$ cat src/rtl/wb_arb_pkg.sv
// Shared constants and helpers for the five-source writeback arbiter.
// Select codes follow the writeback 5:1 mux encoding.
package wb_arb_pkg;

  localparam int NSRC  = 5;
  localparam int SEL_W = 3;

  typedef enum logic [SEL_W-1:0] {
    SEL_A = 3'd0,
    SEL_B = 3'd1,
    SEL_C = 3'd2,
    SEL_D = 3'd3,
    SEL_E = 3'd4
  } sel_e;

  function automatic logic [NSRC-1:0] onehot5(
    input logic [SEL_W-1:0] sel
  );
    logic [NSRC-1:0] oh;
    oh = '0;
    case (sel)
      SEL_A:   oh = 5'b00001;
      SEL_B:   oh = 5'b00010;
      SEL_C:   oh = 5'b00100;
      SEL_D:   oh = 5'b01000;
      SEL_E:   oh = 5'b10000;
      default: oh = '0;
    endcase
    return oh;
  endfunction

endpackage

$ cat src/rtl/wb_arb5_rr_pick5.sv
// Rotating-priority encoder: first requester at or after ptr, mod 5.
// An out-of-range ptr behaves as 0.
module rr_pick5
  import wb_arb_pkg::*;
(
  input  logic [NSRC-1:0]  req,
  input  logic [SEL_W-1:0] ptr,
  output logic [SEL_W-1:0] win,
  output logic             any
);

  always_comb begin
    logic [SEL_W-1:0] base;
    logic [3:0]       sum;
    logic [SEL_W-1:0] idx;
    base = (ptr > SEL_E) ? SEL_A : ptr;
    win  = SEL_A;
    any  = 1'b0;
    sum  = '0;
    idx  = '0;
    for (int i = 0; i < NSRC; i++) begin
      sum = {1'b0, base} + 4'(i);
      if (sum >= 4'(NSRC)) begin
        sum = sum - 4'(NSRC);
      end
      idx = sum[SEL_W-1:0];
      if (!any && req[idx]) begin
        any = 1'b1;
        win = idx;
      end
    end
  end

endmodule

$ cat src/rtl/wb_arb5.sv
// Five-source writeback arbiter with a one-entry valid/ready output.
// Define WB_ARB5_FIXED_PRIO_EN for fixed priority (source 0 highest).
module wb_arb5
  import wb_arb_pkg::*;
#(
  parameter int DATA_W = 32
) (
  input  logic                   clk_i,
  input  logic                   rst_ni,
  input  logic [NSRC-1:0]        req_i,
  input  logic [NSRC*DATA_W-1:0] data_i,
  output logic [NSRC-1:0]        gnt_o,
  output logic                   valid_o,
  input  logic                   ready_i,
  output logic [DATA_W-1:0]      data_o,
  output logic [SEL_W-1:0]       sel_o
);

  logic [SEL_W-1:0]  ptr;
  logic [SEL_W-1:0]  win;
  logic              any;
  logic              load;
  logic [DATA_W-1:0] src [NSRC];

  logic              valid_q, valid_d;
  logic [DATA_W-1:0] data_q, data_d;
  logic [SEL_W-1:0]  sel_q, sel_d;

  for (genvar k = 0; k < NSRC; k++) begin : g_src
    assign src[k] = data_i[k*DATA_W +: DATA_W];
  end

  rr_pick5 u_pick (
    .req (req_i),
    .ptr (ptr),
    .win (win),
    .any (any)
  );

  assign load  = any & (~valid_q | ready_i);
  assign gnt_o = (rst_ni && load) ? onehot5(win) : '0;

  always_comb begin
    valid_d = valid_q;
    data_d  = data_q;
    sel_d   = sel_q;
    if (load) begin
      valid_d = 1'b1;
      data_d  = src[win];
      sel_d   = win;
    end else if (ready_i) begin
      valid_d = 1'b0;
    end
  end

  always_ff @(posedge clk_i or negedge rst_ni) begin
    if (!rst_ni) begin
      valid_q <= 1'b0;
      data_q  <= '0;
      sel_q   <= SEL_A;
    end else begin
      valid_q <= valid_d;
      data_q  <= data_d;
      sel_q   <= sel_d;
    end
  end

`ifdef WB_ARB5_FIXED_PRIO_EN
  assign ptr = SEL_A;
`else
  logic [SEL_W-1:0] ptr_q, ptr_d;

  always_comb begin
    ptr_d = ptr_q;
    if (load) begin
      ptr_d = (win >= SEL_E) ? SEL_A : win + 3'd1;
    end
  end

  always_ff @(posedge clk_i or negedge rst_ni) begin
    if (!rst_ni) begin
      ptr_q <= SEL_A;
    end else begin
      ptr_q <= ptr_d;
    end
  end

  assign ptr = ptr_q;
`endif

  assign valid_o = valid_q;
  assign data_o  = data_q;
  assign sel_o   = sel_q;

endmodule

$ cat config.mk
export PLATFORM = sky130hd
export DESIGN_NAME = wb_arb5
export DESIGN_NICKNAME = d
export VERILOG_FILES = /design/src/rtl/wb_arb_pkg.sv /design/src/rtl/wb_arb5_rr_pick5.sv /design/src/rtl/wb_arb5.sv
export SDC_FILE = /design/constraint.sdc
export NUM_CORES = 1
export LEC_CHECK = 0
export BUFFER_PORTS_ARGS = -buffer_cell sky130_fd_sc_hd__buf_2
export CORE_ASPECT_RATIO = 1.25
export CORE_MARGIN = 3
export CORE_UTILIZATION = 36
export DETAILED_ROUTE_END_ITERATION = 8
export PLACE_DENSITY = 0.7
export SLEW_MARGIN = 20
export SYNTH_ARGS = -nofsm -noshare
export SYNTH_HDL_FRONTEND = slang
export SYNTH_SLANG_ARGS = --single-unit
$ cat constraint.sdc
create_clock -name clk_i -period 4.4 [get_ports clk_i]
set_clock_uncertainty 0.05 [all_clocks]
set_input_delay 0.66 -clock clk_i [delete_from_list [all_inputs] [get_ports clk_i]]
set_output_delay 0.66 -clock clk_i [all_outputs]
set_load 0.1 [all_outputs]
* After elaboration in Yosys (flattened, before gate mapping) *
Cells that the tools add are included.

cells by class
  muxes and demuxes = 34
  add/subtract/negate cells = 10
  eq/ne operators = 4
  bitwise gates (word level) = 4
  reduce and logical (&&, ||, !) cells = 11
  magnitude comparators = 13

operators by type and width
  cell                                                                                  count
  32-bit binary-select mux with 3-bit select                                            1
  32-bit two-way mux                                                                    2
  3-bit two-way mux                                                                     12
  5-bit case mux with 5 select lines                                                    1
  3-bit by 4-bit less-than comparator with 1-bit output (second input constant)         5
  4-bit by 3-bit greater-or-equal comparator with 1-bit output (second input constant)  4
  1-bit binary-select mux with 3-bit select                                             5
  3-bit subtractor (second input constant)                                              5
  1-bit two-way mux                                                                     12
  3-bit by 2-bit adder with 4-bit output (second input constant)                        2
  3-bit by 2-bit == test with 1-bit output (second input constant)                      2
  3-bit greater-or-equal comparator (second input constant)                             2
  1-bit logical AND                                                                     5
  5-bit two-way mux                                                                     1
  3-bit by 1-bit adder with 4-bit output (second input constant)                        1
  3-bit by 3-bit adder with 4-bit output (second input constant)                        1
  4-bit greater-or-equal comparator (second input constant)                             1
  1-bit logical NOT                                                                     4
  3-bit inverter with 4-bit output                                                      1
  3-bit by 1-bit adder with 3-bit output (second input constant)                        1
  3-bit by 1-bit == test with 1-bit output (second input constant)                      1
  3-bit == test (second input constant)                                                 1
  3-bit > comparator (second input constant)                                            1
  3-bit logical NOT                                                                     1
  other kinds (4)                                                                       4

storage, ports and cells
  output and inout bits = 41
  bits in registers = 39
  input port bits = 168

* Depth between registers and ports, before layout *
Gate-level depths: netlist of the first run.

  word-level depth = 23
  mapped depth = 18
  gate-level depth less buffers = 14

* Modules after synthesis *
A second synthesis of the first run with hierarchy kept.

unflattened totals
  cells, all modules = 335
  area total of the unflattened synthesis = 3717.3 um^2

modules (own cells, without submodules)
  module    times used  sequential area each (um^2)  area an instance (um^2)  cells an instance
  wb_arb5   1           975.9                        2715.1                   197
  rr_pick5  1           0.0                          1002.2                   138

* Worst setup path before layout of the first run *
No wires, ideal clock.

  path type = register to output
  from = reg ptr_q[1], in the netlist ptr[1]
  to = out gnt_o[1]
  stages on the path, launching flop included = 15
  arrival = 5.441 ns
  setup slack = -1.751 ns
  cells stage by stage = dfrtp_1 or3b_1 buf_6 inv_6 ha_1 and3b_1 a211oi_2 mux2_1 and3b_1 nor3b_2 a211o_1 o221ai_2 nand2b_1 buf_4 nor3_1

between the ends
  word-level cells in the longest chain between the ends = 22
  elaborated cells between the ends (all ways) = 58

ends and longest elaborated chain
  element                                                                          line                    RTL
  start, declared                                                                  wb_arb5.sv:71           logic [SEL_W-1:0] ptr_q, ptr_d;
  start signal, assigned                                                           wb_arb5.sv:84           ptr_q <= ptr_d;
  3-bit > comparator                                                               wb_arb5_rr_pick5.sv:16  base = (ptr > SEL_E) ? SEL_A : ptr;
  3-bit two-way mux (*)                                                            wb_arb5_rr_pick5.sv:16
  branches (longest 19 deep; another with 3-bit by 1-bit adder with 4-bit output)  --
  5-bit two-way mux (*)                                                            wb_arb5.sv:41           assign gnt_o = (rst_ni && load) ? onehot5(win) : '0;
  end, declared                                                                    wb_arb5.sv:12           output logic [NSRC-1:0] gnt_o,

Mark *: on every way between the ends. The select of a mux whose other input is x is not followed.

* Final worst setup path of the first run *
Same ends and word-level chain as after synthesis.

==> run metrics, run 1 <==
initial antenna violation count 0; CP Data Arrival Time 3620 ps; share of the synthesized area in the top cell type 26.5%; Design Area, Final 5580 µm²; worst setup path category reg -> out; Slew @ Worst Pin 627 ps; Placer Congestion 0.935; r2r setup slk 250 ps; Antenna Cells 0; Ys Warns 0; DRT antenna net count 0; clock tree buffer depth 2; Critical Path Start Type flip-flop; RSZ-0062 raised after global routing yes; Slew Limit Headroom 58.2%; Post-Route WL 14000 µm; status complete, no violations; post-route setup TNS 0 ps; row cnt 40; syn_area_per_cell 9.09 µm²; share of cells above drive strength 1 50.2%; maximum number of pins on one net before global-route repair 67; vias in the first global route 4090; Cell Area, Synth 3690 µm²; hpwl dp 10700 µm; io pins 209; Slew Limit Fails 0; Initial Util 37.6%; hold_sp sel_o[0]; Synth area leader dfrtp_1; total track usage 23.7%; post-synthesis sequential area ratio 26.5%; Overflow after GRT 0; drt first pass iters 7; clk sinks 39; DRC Markers 0; Final min period 4330 ps; Setup Viol. Count Final 0; async set-reset flop share out of synthesis 100%; Top FF cell, synth dfrtp_1; Mapped Nets 580; Detailed Route Iter0 Violations 194; Synth Register Bits 39; Hold Vio Cnt, Final 0; placed inst area 5090 µm²; WHS Endpoint sel_o[0]; final worst slack 70.5 ps; achievable clock frequency 231 MHz; R2R cell count 17; count leader, synth mux2i_1; core area 9810 µm²; Critical R2R Launch ptr[1]; DR vias 4177; Fillers 888; period utilization 98.4%; CTS tree done; EDFF count, synth 0; Synth cell types 72; area delta synth->final 51.4%; first-pass GRT wire length 21100 µm; max cap viols 0; critical path fanouts, max 5; CTS Buf Count 5; crit path capture type output pin; die area 11500 µm²; synth cell count leaders mux2i_1 (66), o21ai_1 (47), dfrtp_1 (39); die width 96.5 µm; Layout Nets 802; Min Hold Slack 432 ps; worst slack, placed 37.5 ps; R2R Path End data_o[25]; H-tree depth 2; clock latency on the worst-skew pair 280 ps; most area-consuming cells after synthesis dfrtp_1 (26%), mux2i_1 (18%), o21ai_1 (6.4%); DR vias/cell 5.53; average wire per standard cell 18.5 µm; WP data required 3690 ps; Die Span Y 119 µm; CP Launch Point ptr[1]; Worst-path clk slew 60 ps; IO Port Bufs 208; Mapped Cells 406; min-delay worst type reg -> reg; root buf cell clkbuf_16; hold depth 1
==> registers in the layout, indices dropped and copies added, names as in the netlist <==
register / count
data_o: 32
valid_o: 1
sel_o: 3
ptr: 3
==> through the flow <==
step / std cells / utilization, %
finish: 755 / 56.9
global route: 755 / 56.9
CTS: 748 / 55.7
detailed placement: 724 / 51.8
global placement: 724 / 51.8
floorplan: 406 / -
==> placed cells by master, fill, tap and decap left out, drive strengths merged, types with 4 or more instances in the layout <==
cell	n
buf	246
mux2i	67
o21ai	51
dfrtp	39
nand2	38
o22a	23
nor2	20
a21oi	19
inv	11
mux4	10
nand3	7
ha	6
clkbuf	6
nand2b	6
nor3b	5
a31oi	4
nand3b	4
o22ai	4
nor2b	4
==> area by class of cell <==
| type | instances | area [µm²] | share of cell area (%) |
|---|---|---|---|
| clock buffers | 6 | 139 | 2.49 |
| clock inverters | 2 | 35.0 | 0.628 |
| inverters | 12 | 52.6 | 0.941 |
| multi-input cells | 323 | 2780 | 49.7 |
| flip-flops and latches | 39 | 976 | 17.5 |
| well taps | 126 | 158 | 2.82 |
| repair buffers | 247 | 1450 | 25.9 |
==> cell families (layout without fill, tap and decap cells) <==
group           after synthesis  count (layout)  share of synthesized area (%)
compound gates              126             126                           22.8
simple gates                109             109                           16.8
mux                          80              80                           25.3
buf+inv                      44             267                           6.07
flops                        39              39                           26.5
fa+ha+maj                     6               6                           2.04
xor+xnor                      2               2                          0.475
==> routing by layer <==
layer  up-vias  part of all wire [%]  global-route usage, %
met4         0                   3.2                   8.51
met2       226                    55                   43.7
met1      1942                    35                   26.5
met3        34                   6.7                   4.04
li1       1975                     -                      -
met5         -                     0                      0
==> worst max-delay path, cell delays in order, from the launching register on <==
cell	delay, ps
dfrtp_1	390
or3b_4	430
clkinv_4	70
ha_4	190
and3b_1	170
a211oi_2	220
buf_4	190
mux2i_1	280
nor3_2	110
nor3b_4	290
o211ai_1	190
o211ai_4	290
nand2b_4	120
nor3_4	210
buf_12	200
==> what timing repair did <==
action	in CTS	in global routing
cloned	1	0
hold buffers	0	0
gates resized for setup	12	11
setup buffers	15	7
pin swaps	11	8
setup endpoints to repair	5	6
hold endpoints to repair	0	0
==> worst max-delay path by stage <==
| stage | end | slack [ps] | cells after the start |
|---|---|---|---|
| floorplan | gnt_o[1] | -240 | 14 |
| global placement | data_o[2] | 180 | 14 |
| detailed placement | data_o[25] | 40 | 14 |
| CTS | gnt_o[1] | 6 | 13 |
| global route | gnt_o[1] | -80 | 14 |
| finish | gnt_o[1] | 70 | 14 |
Power of run 1 is left out: the tool's default activity adds up to more than one toggle a clock period on the data nets, which glitch-free logic cannot reach.
==> inputs of run 2 (changes only) <==
ABC_AREA = 1   (was not set)
PLACE_DENSITY = 0.69   (was 0.7)
==> run metrics, run 2 <==
status complete, no violations (unchanged); CP max stage delay 430 ps (about the same); hpwl dp 11100 µm (was 10700 µm); most frequent cells in the layout nand2_1 (316), buf_2 (203), nand3_1 (103) (was buf_2 (203), mux2i_1 (65), o21ai_1 (47)); Ys Warns 0 (unchanged); drt first pass iters 5 (was 7); most frequent CP cell nand3_1; initial antenna violation count 0 (unchanged); CP Buf/Inv Count 2 (was 3); die area 12300 µm² (was 11500 µm²); Placed Cells 1008 (was 724); Die Span Y 123 µm (was 119 µm); io pins 209 (unchanged); worst setup path category reg -> out (unchanged); max cap viols 0 (unchanged); maximum number of pins on one net before global-route repair 41 (was 67); DRT antenna net count 0 (unchanged); core area 10700 µm² (was 9810 µm²); Final min period 4120 ps (was 4330 ps); xor/xnor share of the synthesized area 0% (was 0.475%); Worst-path clk slew 60 ps (about the same); Fillers 1187 (was 888); largest family of logic cells by synthesized area simple AND/OR/NAND/NOR gates (was multiplexers); Top FF cell, synth dfrtp_1 (unchanged); Cell Area, Synth 3960 µm² (was 3690 µm²); syn_area_per_cell 5.73 µm² (was 9.09 µm²); Post-Synth Adder-Cell Area 1.90% (was 2.04%); CTS tree done (unchanged); count leader, synth nand2_1 (was mux2i_1); Mapped Nets 864 (was 580); vias in the first global route 4915 (was 4090); Antenna Cells 0 (unchanged); crit path capture type output pin (unchanged); most area-consuming cells after synthesis nand2_1 (30%), dfrtp_1 (25%), nand3_1 (13%) (was dfrtp_1 (26%), mux2i_1 (18%), o21ai_1 (6.4%)); Placer Congestion 0.963 (was 0.935); cts hold-fix bufs 0 (unchanged); IO Port Bufs 208 (unchanged); period utilization 93.7% (was 98.4%); critical path fanouts, max 7 (was 5); Overflow after GRT 0 (unchanged); total track usage 23.5% (was 23.7%); share of cells above drive strength 1 31.3% (was 50.2%); Mapped Cells 690 (was 406); async set-reset flop share out of synthesis 100% (unchanged); DR vias/cell 5.01 (was 5.53); Slew Limit Headroom 62.9% (was 58.2%); Initial Util 37.1% (was 37.6%); area of the multi-input gates 2690 µm² (was 2780 µm²); achievable clock frequency 243 MHz (was 231 MHz); end-of-flow core utilization 50.3% (was 56.9%); crit path cell chain nor2_4 > nor2_1 > nor2_4 > ha_2 > nand3_1 > nand2_2 > nand2_2 > nand3_1 > nand3_1 > nand3_1 > nand2_2 > nand3_1 > o21ai_0 > nor2_1 > nand2_1 > nor2_8 > inv_4 > nor4_4 > buf_12 (was or3b_4 > clkinv_4 > ha_4 > and3b_1 > a211oi_2 > buf_4 > mux2i_1 > nor3_2 > nor3b_4 > o211ai_1 > o211ai_4 > nand2b_4 > nor3_4 > buf_12); area delta synth->final 35.6% (was 51.4%); Layout Nets 1059 (was 802); die width 99.8 µm (was 96.5 µm); R2R cell count 24 (was 17); Non-Filler Instances 1018 (was 755); Synth area leader nand2_1 (was dfrtp_1); CP max stage cell dfrtp_1 (was or3b_4); Setup Viol. Count Final 0 (unchanged); DRC Markers 0 (unchanged); most common cell after layout, fill and taps aside nand2_1 (was buf_2); Detailed Route Iter0 Violations 203 (was 194); Slew @ Worst Pin 556 ps (was 627 ps); post-synthesis mux area share 0% (was 25.3%); Synth cell types 34 (was 72); average wire per standard cell 14.5 µm (was 18.5 µm); H-tree depth 2 (unchanged); CTS Buf Count 5 (unchanged); synth cell count leaders nand2_1 (316), nand3_1 (103), a21oi_1 (52) (was mux2i_1 (66), o21ai_1 (47), dfrtp_1 (39)); min-delay worst type in -> async (was reg -> reg); CP delay by family, top simple AND/OR/NAND/NOR gates (unchanged); row cnt 42 (was 40); post-synthesis sequential area ratio 24.7% (was 26.5%); clock tree buffer depth 2 (unchanged); Synth Area in Compound Gates 9.36% (was 22.8%); clock latency on the worst-skew pair 280 ps (about the same); Slew Limit Fails 0 (unchanged); Hold Vio Cnt, Final 0 (unchanged); area share of and/or/nand/nor cells after synthesis 55.7% (was 16.8%); register area 978 µm² (was 976 µm²); CP Data Arrival Time 3410 ps (was 3620 ps); clk sinks 39 (unchanged); Synth Register Bits 39 (unchanged); WP data required 3690 ps (about the same); root buf cell clkbuf_16 (unchanged); DR vias 5100 (was 4177); Post-Route WL 14800 µm (was 14000 µm); max FFs per register 32 (unchanged); EDFF count, synth 0 (unchanged); first-pass GRT wire length 23400 µm (was 21100 µm); critical path depth 19 (was 14); Critical Path Start Type flip-flop (unchanged); share of the synthesized area in the top cell type 30.0% (was 26.5%)
==> run 2: changes by cell type after synthesis, moves of 16 or more <==
cell     delta
inv_1      +16
nor2_1     +31
o21ai_1    -41
mux2i_1    -66
nand2_1   +279
a21oi_1    +34
o22a_1     -22
nand3_1    +96
==> run 2: path summary, 6_finish.rpt <==
path                                 start         end  slack [ps]
worst max-delay path                ptr[1]    gnt_o[0]         280
worst min-delay path                rst_ni   data_o[4]         370
worst max register to register      ptr[1]   data_o[4]         760
worst min register to register  data_o[26]  data_o[26]         430
max in group asynchronous           rst_ni      ptr[2]        3500
min in group clk_i              data_o[26]  data_o[26]         430
==> run 2: layout make-up <==
type                    instances  share of cell area, %
repair buffers                223                   22.9
well taps                     132                   3.08
flip-flops and latches         39                   18.2
multi-input cells             583                   50.1
clock inverters                 2                  0.723
clock buffers                   6                   2.59
inverters                      33                   2.35
==> run 2: metal layers <==
metal	global-route usage, %	up-vias	part of all wire [%]
li1	-	2604	-
met3	3.39	29	6.2
met1	26.7	2287	39
met5	0	-	0
met4	7.69	0	2.6
met2	44.6	180	52
==> run 2: kinds of logic after synthesis <==
family	after synthesis
flops	39
simple gates	507
buf+inv	68
fa+ha+maj	6
compound gates	70
==> run 2: what timing repair did <==
item | 4_1_cts | 5_1_grt
setup buffers | 0 | 2
setup endpoints to repair | 0 | 5
hold endpoints to repair | 0 | 0
gates resized for setup | 0 | 5
==> run 2: per-stage QoR <==
step	TNS [ps]	instance area, µm²	hold slack, ps	setup WS, ps
after floorplan	-266	3990	314	-135
after global placement	0	5160	414	503
after detailed placement	0	5160	418	482
after CTS	0	5340	420	162
after global routing	-1.52	5370	447	-1.52
final	0	5370	375	278
Power of run 2 is left out for the same reason.
